$ cat src/rtl/dp_types_pkg.sv
// Shared datapath types for the fetch stage: PC-source select, fetch FSM
// states and the reset PC.
package dp_types_pkg;

  typedef enum logic [2:0] {
    PCSRC_NPC = 3'd0,
    PCSRC_JAL = 3'd1,
    PCSRC_REG = 3'd2,
    PCSRC_BEQ = 3'd3,
    PCSRC_BNE = 3'd4
  } pcsrc_t;

  typedef enum logic [1:0] {
    FETCH  = 2'd0,
    SQUASH = 2'd1,
    HALTED = 2'd2
  } fetch_state_t;

  localparam logic [31:0] PC_INIT = 32'h0000_0000;

  // Sequential PC increment; wraps silently at the top of the address space.
  function automatic logic [31:0] pc_plus4(input logic [31:0] pc);
    return pc + 32'd4;
  endfunction

endpackage

$ cat src/rtl/pc_target.sv
// Combinational redirect-target calculation for jumps, register jumps and
// conditional branches.
module pc_target
  import dp_types_pkg::*;
(
  input  pcsrc_t      pcsrc,
  input  logic [31:0] npc,
  input  logic [15:0] imm,
  input  logic [25:0] jaddr,
  input  logic [31:0] rdat,
  output logic [31:0] target
);

  logic [31:0] branch_offset;

  // Sign-extended word offset for branches.
  always_comb begin
    branch_offset = {{14{imm[15]}}, imm, 2'b00};
  end

  // Select the target address for the decoded PC source.
  always_comb begin
    target = npc;
    case (pcsrc)
      PCSRC_JAL: target = {npc[31:28], jaddr, 2'b00};
      PCSRC_REG: target = rdat;
      PCSRC_BEQ,
      PCSRC_BNE: target = npc + branch_offset;
      default:   target = npc;
    endcase
  end

endmodule

$ cat src/rtl/fetch_stage.sv
// Instruction fetch stage: PC register, I-cache request, redirect/squash
// handling and the IF/ID pipeline latch.
module fetch_stage
  import dp_types_pkg::*;
(
  input  logic        CLK,
  input  logic        RST,
  output logic        imemREN,
  output logic [31:0] imemaddr,
  input  logic        ihit,
  input  logic [31:0] iload,
  input  logic        id_valid,
  input  pcsrc_t      id_pcsrc,
  input  logic        id_zero,
  input  logic [31:0] id_npc,
  input  logic [15:0] id_imm,
  input  logic [25:0] id_jaddr,
  input  logic [31:0] id_rdat,
  input  logic        stall,
  input  logic        halt,
  output logic [31:0] ifid_instr,
  output logic [31:0] ifid_npc,
  output logic        ifid_valid
);

  fetch_state_t state, state_next;
  logic [31:0]  pc, pc_next;
  logic [31:0]  redirect_pc, redirect_pc_next;
  logic [31:0]  ifid_instr_next, ifid_npc_next;
  logic         ifid_valid_next;
  logic [31:0]  target;
  logic         redirect;

  pc_target u_pc_target (
    .pcsrc  (id_pcsrc),
    .npc    (id_npc),
    .imm    (id_imm),
    .jaddr  (id_jaddr),
    .rdat   (id_rdat),
    .target (target)
  );

  // Decide whether the instruction in decode redirects fetch this cycle.
  always_comb begin
    redirect = id_valid & ~stall &
               ((id_pcsrc == PCSRC_JAL) |
                (id_pcsrc == PCSRC_REG) |
                ((id_pcsrc == PCSRC_BEQ) &  id_zero) |
                ((id_pcsrc == PCSRC_BNE) & ~id_zero));
  end

  // Next-state, PC and IF/ID latch logic; priority halt > redirect > stall > ihit.
  always_comb begin
    state_next       = state;
    pc_next          = pc;
    redirect_pc_next = redirect_pc;
    ifid_instr_next  = ifid_instr;
    ifid_npc_next    = ifid_npc;
    ifid_valid_next  = ifid_valid;
    imemREN          = (state != HALTED);
    imemaddr         = pc;

    case (state)
      FETCH: begin
        if (halt) begin
          state_next      = HALTED;
          ifid_valid_next = 1'b0;
        end else if (redirect) begin
          ifid_valid_next = 1'b0;
          if (ihit) begin
            pc_next = target;
          end else begin
            // Keep the miss address stable; apply the target once it returns.
            redirect_pc_next = target;
            state_next       = SQUASH;
          end
        end else if (stall) begin
          // Hold everything; the cache re-presents the hit next cycle.
        end else if (ihit) begin
          ifid_instr_next = iload;
          ifid_npc_next   = pc_plus4(pc);
          ifid_valid_next = 1'b1;
          pc_next         = pc_plus4(pc);
        end else begin
          ifid_valid_next = 1'b0;
        end
      end

      SQUASH: begin
        if (halt) begin
          state_next      = HALTED;
          ifid_valid_next = 1'b0;
        end else if (stall) begin
          // Hold.
        end else if (ihit) begin
          pc_next         = redirect_pc;
          ifid_valid_next = 1'b0;
          state_next      = FETCH;
        end else begin
          ifid_valid_next = 1'b0;
        end
      end

      HALTED: begin
        ifid_valid_next = 1'b0;
      end

      default: begin
        state_next      = FETCH;
        ifid_valid_next = 1'b0;
      end
    endcase
  end

  // Registered state, PC and IF/ID latch with synchronous reset.
  always_ff @(posedge CLK) begin
    if (RST) begin
      state       <= FETCH;
      pc          <= PC_INIT;
      redirect_pc <= '0;
      ifid_instr  <= '0;
      ifid_npc    <= '0;
      ifid_valid  <= 1'b0;
    end else begin
      state       <= state_next;
      pc          <= pc_next;
      redirect_pc <= redirect_pc_next;
      ifid_instr  <= ifid_instr_next;
      ifid_npc    <= ifid_npc_next;
      ifid_valid  <= ifid_valid_next;
    end
  end

endmodule

$ cat config.mk
export PLATFORM = sky130hd
export DESIGN_NAME = fetch_stage
export DESIGN_NICKNAME = d
export VERILOG_FILES = /design/src/rtl/dp_types_pkg.sv /design/src/rtl/pc_target.sv /design/src/rtl/fetch_stage.sv
export SDC_FILE = /design/constraint.sdc
export NUM_CORES = 1
export LEC_CHECK = 0
export CAP_MARGIN = 20
export CELL_PAD_IN_SITES_DETAIL_PLACEMENT = 1
export CELL_PAD_IN_SITES_GLOBAL_PLACEMENT = 2
export CORE_MARGIN = 8
export CORE_UTILIZATION = 29
export DETAILED_ROUTE_END_ITERATION = 16
export GPL_TIMING_DRIVEN = 0
export PLACE_DENSITY = 0.95
export SLEW_MARGIN = 20
export SYNTH_ARGS = -nofsm -noshare
export SYNTH_HDL_FRONTEND = slang
export SYNTH_SLANG_ARGS = --single-unit
$ cat constraint.sdc
create_clock -name CLK -period 7.54 [get_ports CLK]
set_clock_uncertainty 0.1 [all_clocks]
set_input_delay 1.508 -clock CLK [delete_from_list [all_inputs] [get_ports CLK]]
set_output_delay 1.508 -clock CLK [all_outputs]
set_load 0.01 [all_outputs]
After elaboration in Yosys (flattened, before gate mapping)
Cells that the tools add are included.
{"block": "word_totals", "register_bits": 131, "input_bits": 148, "output_inout_bits": 98, "word_cells": 72}
{"block": "op_classes", "addsub": 2, "n_eq_ne": 19, "mux": 24, "bitwise": 13, "reduce_logical": 8}
{"operator": "$mux W32", "n": 8}
{"operator": "$pmux W32 S3", "n": 1}
{"operator": "$pmux W32 S2", "n": 1}
{"operator": "$add A32 B3 Y32 const B", "n": 1}
{"operator": "$add A32 B32 Y32", "n": 1}
{"operator": "$ne A3 B3 Y1 const B", "n": 7}
{"operator": "$mux W2", "n": 6}
{"operator": "$ne A2 B2 Y1 const B", "n": 5}
{"operator": "$reduce_and A5 Y1", "n": 2}
{"operator": "$reduce_and A8 Y1", "n": 1}
{"operator": "$eq A3 B2 Y1 const B", "n": 2}
{"operator": "$mux W1", "n": 6}
{"operator": "$not A1 Y1", "n": 6}
{"operator": "$pmux W2 S3", "n": 1}
{"operator": "$and A1 B1 Y1", "n": 4}
{"operator": "$ne A4 B4 Y1 const B", "n": 1}
{"operator": "$reduce_and A4 Y1", "n": 1}
{"operator": "$eq A3 B1 Y1 const B", "n": 1}
{"operator": "$eq A3 B3 Y1 const B", "n": 1}
{"operator": "$or A1 B1 Y1", "n": 3}
{"operator": "$eq A2 B1 Y1 const B", "n": 1}
{"operator": "$eq A2 B2 Y1 const B", "n": 1}
{"operator": "$logic_not A2 Y1", "n": 1}
{"operator": "$pmux W1 S2", "n": 1}
{"operator": "other kinds (3)", "n": 3}

Logic depth before layout (Yosys ltp)
Gate-level depths: netlist of the first run.
{"block": "logic_depth", "ltp_word": 8, "depth_mapped": 11, "mapped_depth_nobuf": 11}

Cells and area by module
A second synthesis of the first run with hierarchy kept.
{"block": "hier_totals", "hier_cells": 1173, "hier_area_um2": 8891.0}
{"module": "fetch_stage", "n_inst": 1, "cells_each": 746, "area_per_inst_um2": 5999.5, "seq_area_each_um2": 2622.5}
{"module": "pc_target", "n_inst": 1, "cells_each": 427, "area_per_inst_um2": 2891.5, "seq_area_each_um2": 0.0}

Least setup slack after synthesis of the first run
Ideal clock, no wire load.
{"block": "synth_timing", "kind": "input to register", "from": "in id_npc[2]", "to": "reg pc[18], in the netlist imemaddr[18]", "setup_ns": 0.103, "arrival_ns": 3.593, "required_ns": 7.337, "slack_ns": 3.743, "stages": 11, "path_buffers": 0, "cell_sequence": "ha_1 > inv_1 > fa_1 > nand2b_1 > a211oi_1 > o21a_1 > o211ai_1 > a21boi_1 > mux2i_1 > a21oi_1 > a2111oi_2"}
{"block": "synth_via", "elab_chain_cells": 6}
{"element": "start, declared", "line_no": "fetch_stage.sv:15", "rtl": "input logic [31:0] id_npc,"}
{"element": "$add A32 B32 Y32", "line_no": "pc_target.sv:28", "rtl": "PCSRC_BNE: target = npc + branch_offset;"}
{"element": "$pmux W32 S3", "line_no": "pc_target.sv:24", "rtl": "case (pcsrc)"}
{"element": "$mux W32", "line_no": "fetch_stage.sv:70", "rtl": "if (ihit) begin"}
{"element": "$mux W32", "line_no": "fetch_stage.sv:68", "rtl": "end else if (redirect) begin"}
{"element": "$mux W32", "line_no": "fetch_stage.sv:65", "rtl": "if (halt) begin"}
{"element": "$pmux W32 S2", "line_no": "fetch_stage.sv:63", "rtl": "case (state)"}
{"element": "end signal, assigned", "line_no": "fetch_stage.sv:126", "rtl": "pc <= pc_next;"}
{"element": "end, declared", "line_no": "fetch_stage.sv:27", "rtl": "logic [31:0] pc, pc_next;"}
Every way passes these cells. The select of a mux whose other input is x is not followed.
A chain may end at the register's enable or synchronous reset.

Worst setup path in the final report of the first run
{"block": "layout_timing", "from": "in id_imm[15]", "to": "reg pc[23], in the netlist imemaddr[23]"}
{"block": "layout_via", "elab_chain_cells": 6}
{"element": "start, declared", "line_no": "fetch_stage.sv:16", "rtl": "input logic [15:0] id_imm,"}
{"element": "$add A32 B32 Y32", "line_no": "pc_target.sv:28"}
{"element": "$pmux W32 S3", "line_no": "pc_target.sv:24"}
{"element": "$mux W32", "line_no": "fetch_stage.sv:70"}
{"element": "$mux W32", "line_no": "fetch_stage.sv:68"}
{"element": "$mux W32", "line_no": "fetch_stage.sv:65"}
{"element": "$pmux W32 S2", "line_no": "fetch_stage.sv:63"}
Every way passes these cells. The select of a mux whose other input is x is not followed.

==> flow_summary.json, run 1 <==
{
  "synth-main-ff-cell": "dfxtp_1",
  "synthTopCellsByArea": "dfxtp_1 31%, nand2_1 6.5%, a21oi_1 5.8%",
  "min_path_type": "register to register",
  "worst_pin_slew_ps": 900,
  "maxCapViolations": 0,
  "synth.top_cells.by_count": "148 x nand2_1, 131 x dfxtp_1, 117 x nor2_1, 100 x a21oi_1, 54 x o21ai_0",
  "ir_worst_vdd_v": 0.000184,
  "syn_avg_cell_area_um2": 7.72,
  "static-leakage-power_uw": 0.00440,
  "track_usage": 0.223,
  "synth-seq-area-share": 0.305,
  "clk_pin_slew_ps": 50,
  "fp.dieW_um": 188,
  "synth_cell_type_count": 69,
  "vias_in_the_first_global_route": 10474,
  "setup_slack_ps": 2370,
  "cts.sinks": 131,
  "final_max_slew_viol_count": 0,
  "ctsRootBufferMaster": "clkbuf_16",
  "drt_pre_antenna_iters": 5,
  "met2_demand_to_capacity_share_in_global_routing": 0.366,
  "initial_detailed_routing_violation_count": 825,
  "timing.slew.headroom": 0.400,
  "synthMostInstantiatedCell": "nand2_1",
  "drc": 0,
  "gp_congestion": 0.910,
  "grt_util_met1": 0.283,
  "placement.setup.worst_slack_ps": 2110,
  "grt_first_pass_wirelength_um": 62500,
  "groute.layer.met3.usage": 0.0535,
  "synth-async-reset-ratio": 0,
  "io_pins": 246,
  "final.setup.tns_ps": 0,
  "critical_path_depth": 11,
  "slack_of_the_worst_reg_to_reg_path_ps": 4600,
  "antenna_found_initial": 1,
  "path_cells": "clkdlybuf4s50_1, ha_1, buf_2, nand4_1, or3_1, a2111oi_4, nor2_1, nand2_1, xnor2_1, a221oi_1, a2111oi_0",
  "final_hold_violation_count": 0,
  "synth-warning-count": 0,
  "critPathTopFamily": "compound AO/OA/AOI/OAI gates",
  "antenna_cells_inserted": 0,
  "intPower_uw": 1510,
  "crit_start": "id_imm[15]",
  "io_buffer_count": 245,
  "run_status": "finished clean",
  "busiest_layer": "met2",
  "layout.nets": 1556,
  "row_count": 63,
  "antenna_left": 0,
  "power.share.sequential": 0.343,
  "timing.critical_path.required_ps": 7680,
  "setup.worst_path.class": "input pin to register",
  "synth.net_count": 1292,
  "cp.arrival_ps": 5310,
  "r2r-start": "state[1]",
  "r2r-end": "imemaddr[14]",
  "syn_inst": 1113,
  "final_design_area_no_fill_mm2": 0.0122,
  "cts-resized-gates": 0,
  "dp.final_hpwl_um": 32700,
  "period_needed_ps": 5170,
  "setup_viols_final": 0,
  "layout_worst_path_cycle_share": 0.685,
  "worstSetupEndpointType": "register",
  "max_freq_mhz": 194,
  "crit_end": "imemaddr[23]",
  "reg2regPathDepth": 8,
  "p_comb_frac": 0.243,
  "filler_cell_count": 3584,
  "grt.overflow.total": 0,
  "p_switching_uw": 635,
  "power_frac_clock": 0.414,
  "cts_hold_repair.buffers": 0,
  "dr_total_vias": 9969,
  "core-area_mm2": 0.0294,
  "synth.top_cell.area_share": 0.305,
  "viasPerCell": 5.60,
  "synth_top_cell_by_area": "dfxtp_1",
  "cts_tree": "yes",
  "post_synthesis_cell_area_mm2": 0.00860,
  "worst-path-buf-inv": 2,
  "h-tree-depth": 4,
  "flow.area_growth_from_synthesis_pct": 41.5,
  "chipHeight_um": 188,
  "fp.dieArea_mm2": 0.0354,
  "maximum_number_of_pins_on_one_net_before_global_route_repair": 17,
  "layout-drive-gt1-share": 0.0561,
  "power_density_mw_per_mm2": 176,
  "clock_insertion_delay_worst_skew_ps": 420,
  "worst-path-max-fanout": 15,
  "switching_share": 0.296,
  "post_cts.repair.setup_buffers": 0,
  "setup_repair_after_global_routing_missed_its_margin": "false",
  "slowest_stage": "clkdlybuf4s50_1",
  "placed_area_mm2": 0.0115,
  "timing.critical_path.from_type": "input pin",
  "initial_utilization": 0.292,
  "cts_made_buffers": 17,
  "wl_per_instance_um": 22.9,
  "post_synthesis_register_bit_count": 131,
  "clk_path_buf_depth": 2,
  "cp_slowest_stage_delay_ps": 790,
  "number_of_synthesized_flops_with_an_enable_pin": 0,
  "detail_route.wirelength_um": 40800
}
-- placed cells by master (no fill, tap or decap), types with 5 or more instances in the layout --
master,instances
dfxtp_1,131
nor3_1,29
o21ai_1,6
mux2_2,14
a22o_1,30
a21o_1,12
nor2_1,117
o211a_1,9
nand2_1,148
a221oi_1,13
buf_2,18
clkdlybuf4s50_1,245
and2_1,5
clkbuf_16,17
a21oi_1,100
nand2b_1,11
buf_1,10
and3_1,11
or3_1,18
ha_1,30
o21a_1,6
nand4_1,14
a311oi_1,6
nor2b_1,5
xor2_1,27
xnor2_1,21
o31ai_1,6
o22ai_1,8
o211ai_1,17
a211oi_1,38
clkbuf_1,54
nand3_1,24
mux2i_1,22
a222oi_1,11
o21ai_0,54
inv_1,12
a31oi_1,9
-- flip-flops by register name (all words and copies together) (netlist names) --
signal       cells
state            2
redirect_pc     32
imemaddr        32
ifid_npc        32
ifid_instr      32
ifid_valid       1
-- power groups by stage --
stage	sequential (uW)	combinational (uW)	clock (uW)
4_1_cts	734	515	892
2_1_floorplan	753	261	0
5_1_grt	737	560	926
3_3_place_gp	748	503	0
3_5_place_dp	750	511	0
6_report	735	520	886
-- worst min-delay path by stage --
stage / from / to / depth (start not counted)
final: ifid_instr[6] / ifid_instr[6] / 2
after global routing: ifid_instr[6] / ifid_instr[6] / 2
after floorplan: redirect_pc[3] / imemaddr[3] / 2
after detailed placement: ifid_instr[7] / ifid_instr[7] / 2
after CTS: ifid_instr[7] / ifid_instr[7] / 2
after global placement: ifid_instr[11] / ifid_instr[11] / 2
-- worst reg2reg max path: cells and delay by family (launching register included) --
family	cells	cell delay, ps
AO/OA/AOI/OAI	1	210
buffers and inverters	4	1290
AND/OR/NAND/NOR	3	940
flip-flops	1	290
-- area by class of cell --
cell class / count / area (um2) / area share
sequential: 131 / 2620 / 0.216
clock buffer: 19 / 443 / 0.0364
clock inverter: 13 / 183 / 0.0150
tap: 390 / 488 / 0.0401
inverter: 13 / 48.8 / 0.00401
buffer: 83 / 343 / 0.0282
timing repair buffer: 245 / 2450 / 0.202
multi-input combinational: 886 / 5580 / 0.459
-- metal layers --
layer  up-vias  routed length (um)
li1       4640                   -
met1      4867               18000
met2       410               18700
met3        50                3220
met4         2                 900
met5         -                  13
-- stage by stage --
step / utilization / hold slack, ps / instances / total power [uW]
final: 0.414 / 353 / 1780 / 2140
after global routing: 0.414 / 376 / 1780 / 2220
after CTS: 0.414 / 355 / 1780 / 2140
after detailed placement: 0.392 / 348 / 1748 / 1260
after global placement: 0.392 / 343 / 1748 / 1250
after floorplan: - / 355 / 1113 / 1010
-- kinds of logic after synthesis --
group                      count (synthesis)  synth area share
buffers and inverters                     96            0.0456
adders and majority gates                 31            0.0460
DFF                                      131             0.305
AOI/OAI and AO/OA                        366             0.296
and+or+nand+nor                          405             0.214
xor gates and xnor gates                  48            0.0489
muxes                                     36            0.0440
(Power assumes the default switching activity.)
==> inputs of run 2 (changes only) <==
--- a/config.mk
+++ b/config.mk
@@ -9,10 +9,10 @@
 export CELL_PAD_IN_SITES_DETAIL_PLACEMENT = 1
 export CELL_PAD_IN_SITES_GLOBAL_PLACEMENT = 2
 export CORE_MARGIN = 8
-export CORE_UTILIZATION = 29
+export CORE_UTILIZATION = 24
 export DETAILED_ROUTE_END_ITERATION = 16
 export GPL_TIMING_DRIVEN = 0
-export PLACE_DENSITY = 0.95
+export PLACE_DENSITY = 0.85
 export SLEW_MARGIN = 20
 export SYNTH_ARGS = -nofsm -noshare
 export SYNTH_HDL_FRONTEND = slang
==> constraint.sdc (replaced) <==
create_clock -name CLK -period 4.2 [get_ports CLK]
set_clock_uncertainty 0.1 [all_clocks]
set_input_delay 0.84 -clock CLK [delete_from_list [all_inputs] [get_ports CLK]]
set_output_delay 0.84 -clock CLK [all_outputs]
set_load 0.01 [all_outputs]
==> run 2 against run 1 <==
Net effect:
- sequential power increased by 80%
- cell count increased by 4.0%
- sequential share of layout area decreased by 0.17 points
- core utilization decreased by 6.7 points
- global-route usage decreased by 2.8 points
- flip-flop and latch count unchanged
- routed wire length increased by 2.8%
- first-iteration DRC count decreased by 19%
- critical path type unchanged
==> flow_summary.json, run 2 (synthesis gave the netlist of run 1 again) <==
{
  "critPathTopFamily": "compound AO/OA/AOI/OAI gates",
  "io_pins": 246,
  "reg2regPathDepth": 8,
  "setup_viols_final": 0,
  "final_hold_violation_count": 0,
  "r2r-start": "state[1]",
  "power_frac_clock": 0.413,
  "run_status": "finished clean",
  "layout_commonest_cell": "clkdlybuf4s50_1",
  "drt_pre_antenna_iters": 5,
  "worstSetupEndpointType": "register",
  "row_count": 69,
  "initial_detailed_routing_violation_count": 670,
  "r2r-end": "imemaddr[14]",
  "grt.overflow.total": 0,
  "dr_total_vias": 9863,
  "ir_worst_vdd_v": 0.000191,
  "cts_tree": "yes",
  "initial_utilization": 0.243,
  "clk_pin_slew_ps": 60,
  "chipHeight_um": 205,
  "worstHoldStart": "ifid_npc[3]",
  "h-tree-depth": 4,
  "static-leakage-power_uw": 0.00439,
  "clock_insertion_delay_worst_skew_ps": 420,
  "antenna_left": 0,
  "p_switching_uw": 1150,
  "placed_cells_incl_taps": 1819,
  "hold_depth": 2,
  "filler_cell_count": 4281,
  "switching_share": 0.298,
  "placed_area_mm2": 0.0116,
  "min_path_type": "register to register",
  "cts.sinks": 131,
  "post-layout-total-power_uw": 3850,
  "fp.dieW_um": 205,
  "intPower_uw": 2700,
  "path_cells": "dlygate4sd2_1, ha_1, and2_1, a221o_1, and4b_1, a21oi_1, xor2_1, a221oi_1, a2111oi_0",
  "period_needed_ps": 4050,
  "core-area_mm2": 0.0354,
  "seq_area_mm2": 0.00262,
  "layout.nets": 1556,
  "timing.slew.headroom": 0.340,
  "hold_slack_ps": 354,
  "grt_first_pass_wirelength_um": 63100,
  "cp_slowest_stage_delay_ps": 870,
  "clk_path_buf_depth": 2,
  "multi_input_area_mm2": 0.00559,
  "fp.dieArea_mm2": 0.0421,
  "cp.arrival_ps": 4180,
  "worst-path-buf-inv": 1,
  "finalNonFillerCells": 1851,
  "slowest_stage": "a221oi_1",
  "final_core_util": 0.346,
  "dp.final_hpwl_um": 34200,
  "track_usage": 0.194,
  "layout.cells.most_common_list": "244 x clkdlybuf4s50_1, 148 x nand2_1, 131 x dfxtp_1",
  "drc": 0,
  "wl_per_instance_um": 22.7,
  "maximum_number_of_pins_on_one_net_before_global_route_repair": 17,
  "cts_made_buffers": 17,
  "vias_in_the_first_global_route": 10149,
  "timing.critical_path.required_ps": 4330,
  "setup_repair_after_global_routing_missed_its_margin": "false",
  "final_design_area_no_fill_mm2": 0.0123,
  "gp_congestion": 0.923,
  "layout_worst_path_cycle_share": 0.963,
  "antenna_found_initial": 0,
  "detail_route.wirelength_um": 41900,
  "viasPerCell": 5.33,
  "timing.critical_path.from_type": "input pin",
  "final_max_slew_viol_count": 0,
  "hold_path_end": "ifid_npc[3]",
  "power.share.sequential": 0.342,
  "worst_pin_slew_ps": 991,
  "max_freq_mhz": 247,
  "power_density_mw_per_mm2": 314,
  "flow.area_growth_from_synthesis_pct": 42.6,
  "slack_of_the_worst_reg_to_reg_path_ps": 1250,
  "io_buffer_count": 245,
  "setup.worst_path.class": "input pin to register",
  "p_comb_frac": 0.244,
  "ctsRootBufferMaster": "clkbuf_16",
  "layout-drive-gt1-share": 0.0568,
  "antenna_cells_inserted": 0,
  "maxCapViolations": 0,
  "worst-path-max-fanout": 15
}
[run 2: cell count changes in the layout (fill, tap and decap cells not counted), sizes merged]
cell           change
clkdlybuf4s50      -1
clkinv             -1
clkinvlp           +2
dlygate4sd2        +1
inv                -1
[run 2: worst max-delay path by stage]
stage / slack, ps / start / endpoint / cells past startpoint
floorplan: 1070 / id_npc[2] / imemaddr[18] / 11
global route: 40 / id_npc[2] / imemaddr[22] / 12
finish: 150 / id_imm[15] / imemaddr[19] / 9
global placement: -600 / id_imm[15] / imemaddr[23] / 11
detailed placement: -690 / id_imm[15] / imemaddr[23] / 11
CTS: 320 / id_imm[15] / imemaddr[19] / 9
[run 2: tightest hold or removal path, delay by kind of cell, from the launching register on]
kind | cells | cell delay (ps)
AND/OR/NAND/NOR | 1 | 50
flip-flops | 1 | 310
AO/OA/AOI/OAI | 1 | 50
[run 2: area by class of cell]
class | instances | area share
tap | 461 | 0.0471
clock buffer | 19 | 0.0361
sequential | 131 | 0.214
inverter | 13 | 0.00398
clock inverter | 13 | 0.0150
multi-input combinational | 886 | 0.456
buffer | 83 | 0.0280
timing repair buffer | 245 | 0.200
[run 2: routing by layer]
| layer | GRT usage | wire (um) | vias up |
|---|---|---|---|
| met3 | 0.0416 | 3120 | 33 |
| met1 | 0.256 | 18900 | 4771 |
| met2 | 0.322 | 19300 | 395 |
| li1 | - | - | 4664 |
| met4 | 0.0414 | 594 | 0 |
| met5 | 0 | 0 | - |
[run 2: through the flow]
| stage | TNS, ps | worst slack (ps) |
|---|---|---|
| 6_report | 0 | 155 |
| 5_1_grt | 0 | 43.8 |
| 4_1_cts | 0 | 323 |
| 3_5_place_dp | -5010 | -691 |
| 3_3_place_gp | -3890 | -603 |
| 2_1_floorplan | 0 | 1070 |
[run 2: power by group through the flow]
| stage | clock, uW | sequential [uW] | combinational, uW |
|---|---|---|---|
| global placement | 0 | 1340 | 915 |
| detailed placement | 0 | 1350 | 928 |
| CTS | 1610 | 1320 | 934 |
| finish | 1590 | 1320 | 941 |
| global route | 1660 | 1320 | 1010 |
| floorplan | 0 | 1350 | 469 |
[run 2: what timing repair did]
item                       CTS  global route
setup endpoints to repair    2             0
gates resized for setup      2             0
hold buffers                 0             0
buffers inserted             0             0
==> inputs of run 3 (changes only) <==
--- a/config.mk
+++ b/config.mk
@@ -8,7 +8,6 @@
 export CAP_MARGIN = 20
 export CELL_PAD_IN_SITES_DETAIL_PLACEMENT = 1
 export CELL_PAD_IN_SITES_GLOBAL_PLACEMENT = 2
-export CORE_MARGIN = 8
 export CORE_UTILIZATION = 24
 export DETAILED_ROUTE_END_ITERATION = 16
 export GPL_TIMING_DRIVEN = 0
==> run 3 against run 2 <==
Net effect:
- total power up 1.8%
- hold slack better by 1.7 ps
- via count down 0.12%
- flip-flop and latch count unchanged
- clock power up 4%
- core utilization up 0.59 points
- largest cell class unchanged
==> flow_summary.json, run 3 (synthesis gave the netlist of run 1 again) <==
{
  "clk_pin_slew_ps": 60,
  "post_cts.repair.setup_buffers": 0,
  "detail_route.wirelength_um": 40300,
  "cts_hold_repair.buffers": 0,
  "drt_pre_antenna_iters": 7,
  "cp.arrival_ps": 4190,
  "vias_in_the_first_global_route": 9784,
  "path_cells": "dlygate4sd2_1, ha_1, and2_1, a221o_1, and4b_1, a21oi_1, xor2_1, a221oi_1, a2111oi_0",
  "wl_met2_um": 18300,
  "dr_total_vias": 9851,
  "placed_area_mm2": 0.0116,
  "final_max_slew_viol_count": 0,
  "worst_pin_slew_ps": 965,
  "setup_repair_after_global_routing_missed_its_margin": "false",
  "worstSetupEndpointType": "register",
  "period_needed_ps": 4040,
  "initial_utilization": 0.246,
  "layout_worst_path_cycle_share": 0.962,
  "layout.nets": 1556,
  "ctsRootBufferMaster": "clkbuf_16",
  "worst-path-max-fanout": 15,
  "cts-resized-gates": 2,
  "highest_metal_layer_with_signal_wires": "met4",
  "timing.critical_path.from_type": "input pin",
  "ir_worst_vdd_v": 0.000254,
  "gp_congestion": 0.922,
  "core-area_mm2": 0.0349,
  "cp_slowest_stage_delay_ps": 850,
  "h-tree-depth": 4,
  "dp.final_hpwl_um": 32100,
  "antenna_left": 0,
  "row_count": 68,
  "static-leakage-power_uw": 0.00441,
  "track_usage": 0.219,
  "maximum_number_of_pins_on_one_net_before_global_route_repair": 17,
  "fp.dieArea_mm2": 0.0366,
  "io_pins": 246,
  "flow.area_growth_from_synthesis_pct": 42.9,
  "timing.slew.headroom": 0.357,
  "chipHeight_um": 191,
  "min_path_type": "register to register",
  "final_design_area_no_fill_mm2": 0.0123,
  "run_status": "finished clean",
  "initial_detailed_routing_violation_count": 777,
  "layout.cells.most_common_list": "244 x clkdlybuf4s50_1, 148 x nand2_1, 131 x dfxtp_1",
  "final_hold_violation_count": 0,
  "timing.critical_path.required_ps": 4350,
  "antenna_found_initial": 2,
  "grt_first_pass_wirelength_um": 60300,
  "slowest_stage": "a221oi_1",
  "drc": 0,
  "cts_made_buffers": 17,
  "cts.sinks": 131,
  "clock_insertion_delay_worst_skew_ps": 430,
  "setup.worst_path.class": "input pin to register",
  "wl_per_instance_um": 21.8,
  "grt.overflow.total": 0,
  "layout_commonest_cell": "clkdlybuf4s50_1",
  "setup_viols_final": 0,
  "final.setup.tns_ps": 0,
  "worst-path-buf-inv": 1,
  "route.layer.met1.wl_um": 18300,
  "clk_path_buf_depth": 2,
  "fp.dieW_um": 191,
  "viasPerCell": 5.34,
  "cts_tree": "yes",
  "met3_length_um": 2840,
  "maxCapViolations": 0,
  "max_freq_mhz": 247,
  "critPathTopFamily": "compound AO/OA/AOI/OAI gates",
  "post-layout-total-power_uw": 3920,
  "layout-drive-gt1-share": 0.0576,
  "power_density_mw_per_mm2": 319,
  "io_buffer_count": 245
}
-- run 3: cell type report --
type / instances / area (um2)
diodes: 1 / 2.50
plain buffers: 83 / 343
clock buffers: 19 / 453
clock inverters: 13 / 206
fillers: 4202 / 22600
inverters: 13 / 48.8
multi-input cells: 886 / 5590
flip-flops and latches: 131 / 2620
well taps: 455 / 569
repair buffers: 245 / 2450
-- run 3: report_power, final --
part / internal, uW / switching, uW / leakage (uW)
combinational: 412 / 528 / 0.00303
clock: 1080 / 581 / 0.000319
sequential: 1280 / 35.5 / 0.00106
total: 2780 / 1140 / 0.00441
-- run 3: worst register-to-register path: stages (launching register included) --
cell and delay, ps:
dfxtp_1 290, clkbuf_1 190, or3_1 400, clkbuf_1 170, clkbuf_1 320, nor3_1 310, clkbuf_1 560, o211ai_1 250
nor3b_1 200
-- run 3: worst paths after layout --
path                    endpoint  slack, ps  cells past startpoint           start
setup / recovery    imemaddr[19]        160                      9      id_imm[15]
hold / removal    ifid_instr[25]        360                      2  ifid_instr[25]
setup reg to reg    imemaddr[14]       1280                      8        state[1]
hold reg to reg   ifid_instr[25]        360                      2  ifid_instr[25]
-- run 3: routing by layer --
layer  up-vias  global-route usage
met4         0              0.0641
met3        47              0.0327
met2       428               0.361
met1      4713               0.292
li1       4663                   -
met5         -                   0
-- run 3: per-stage QoR --
stage	setup slack, ps	util	hold slack, ps	instances
6_report	158	0.352	356	1846
5_1_grt	53.2	0.352	371	1845
4_1_cts	299	0.352	357	1845
3_5_place_dp	-688	0.333	348	1813
3_3_place_gp	-694	0.333	341	1813
2_1_floorplan	1070	-	355	1113
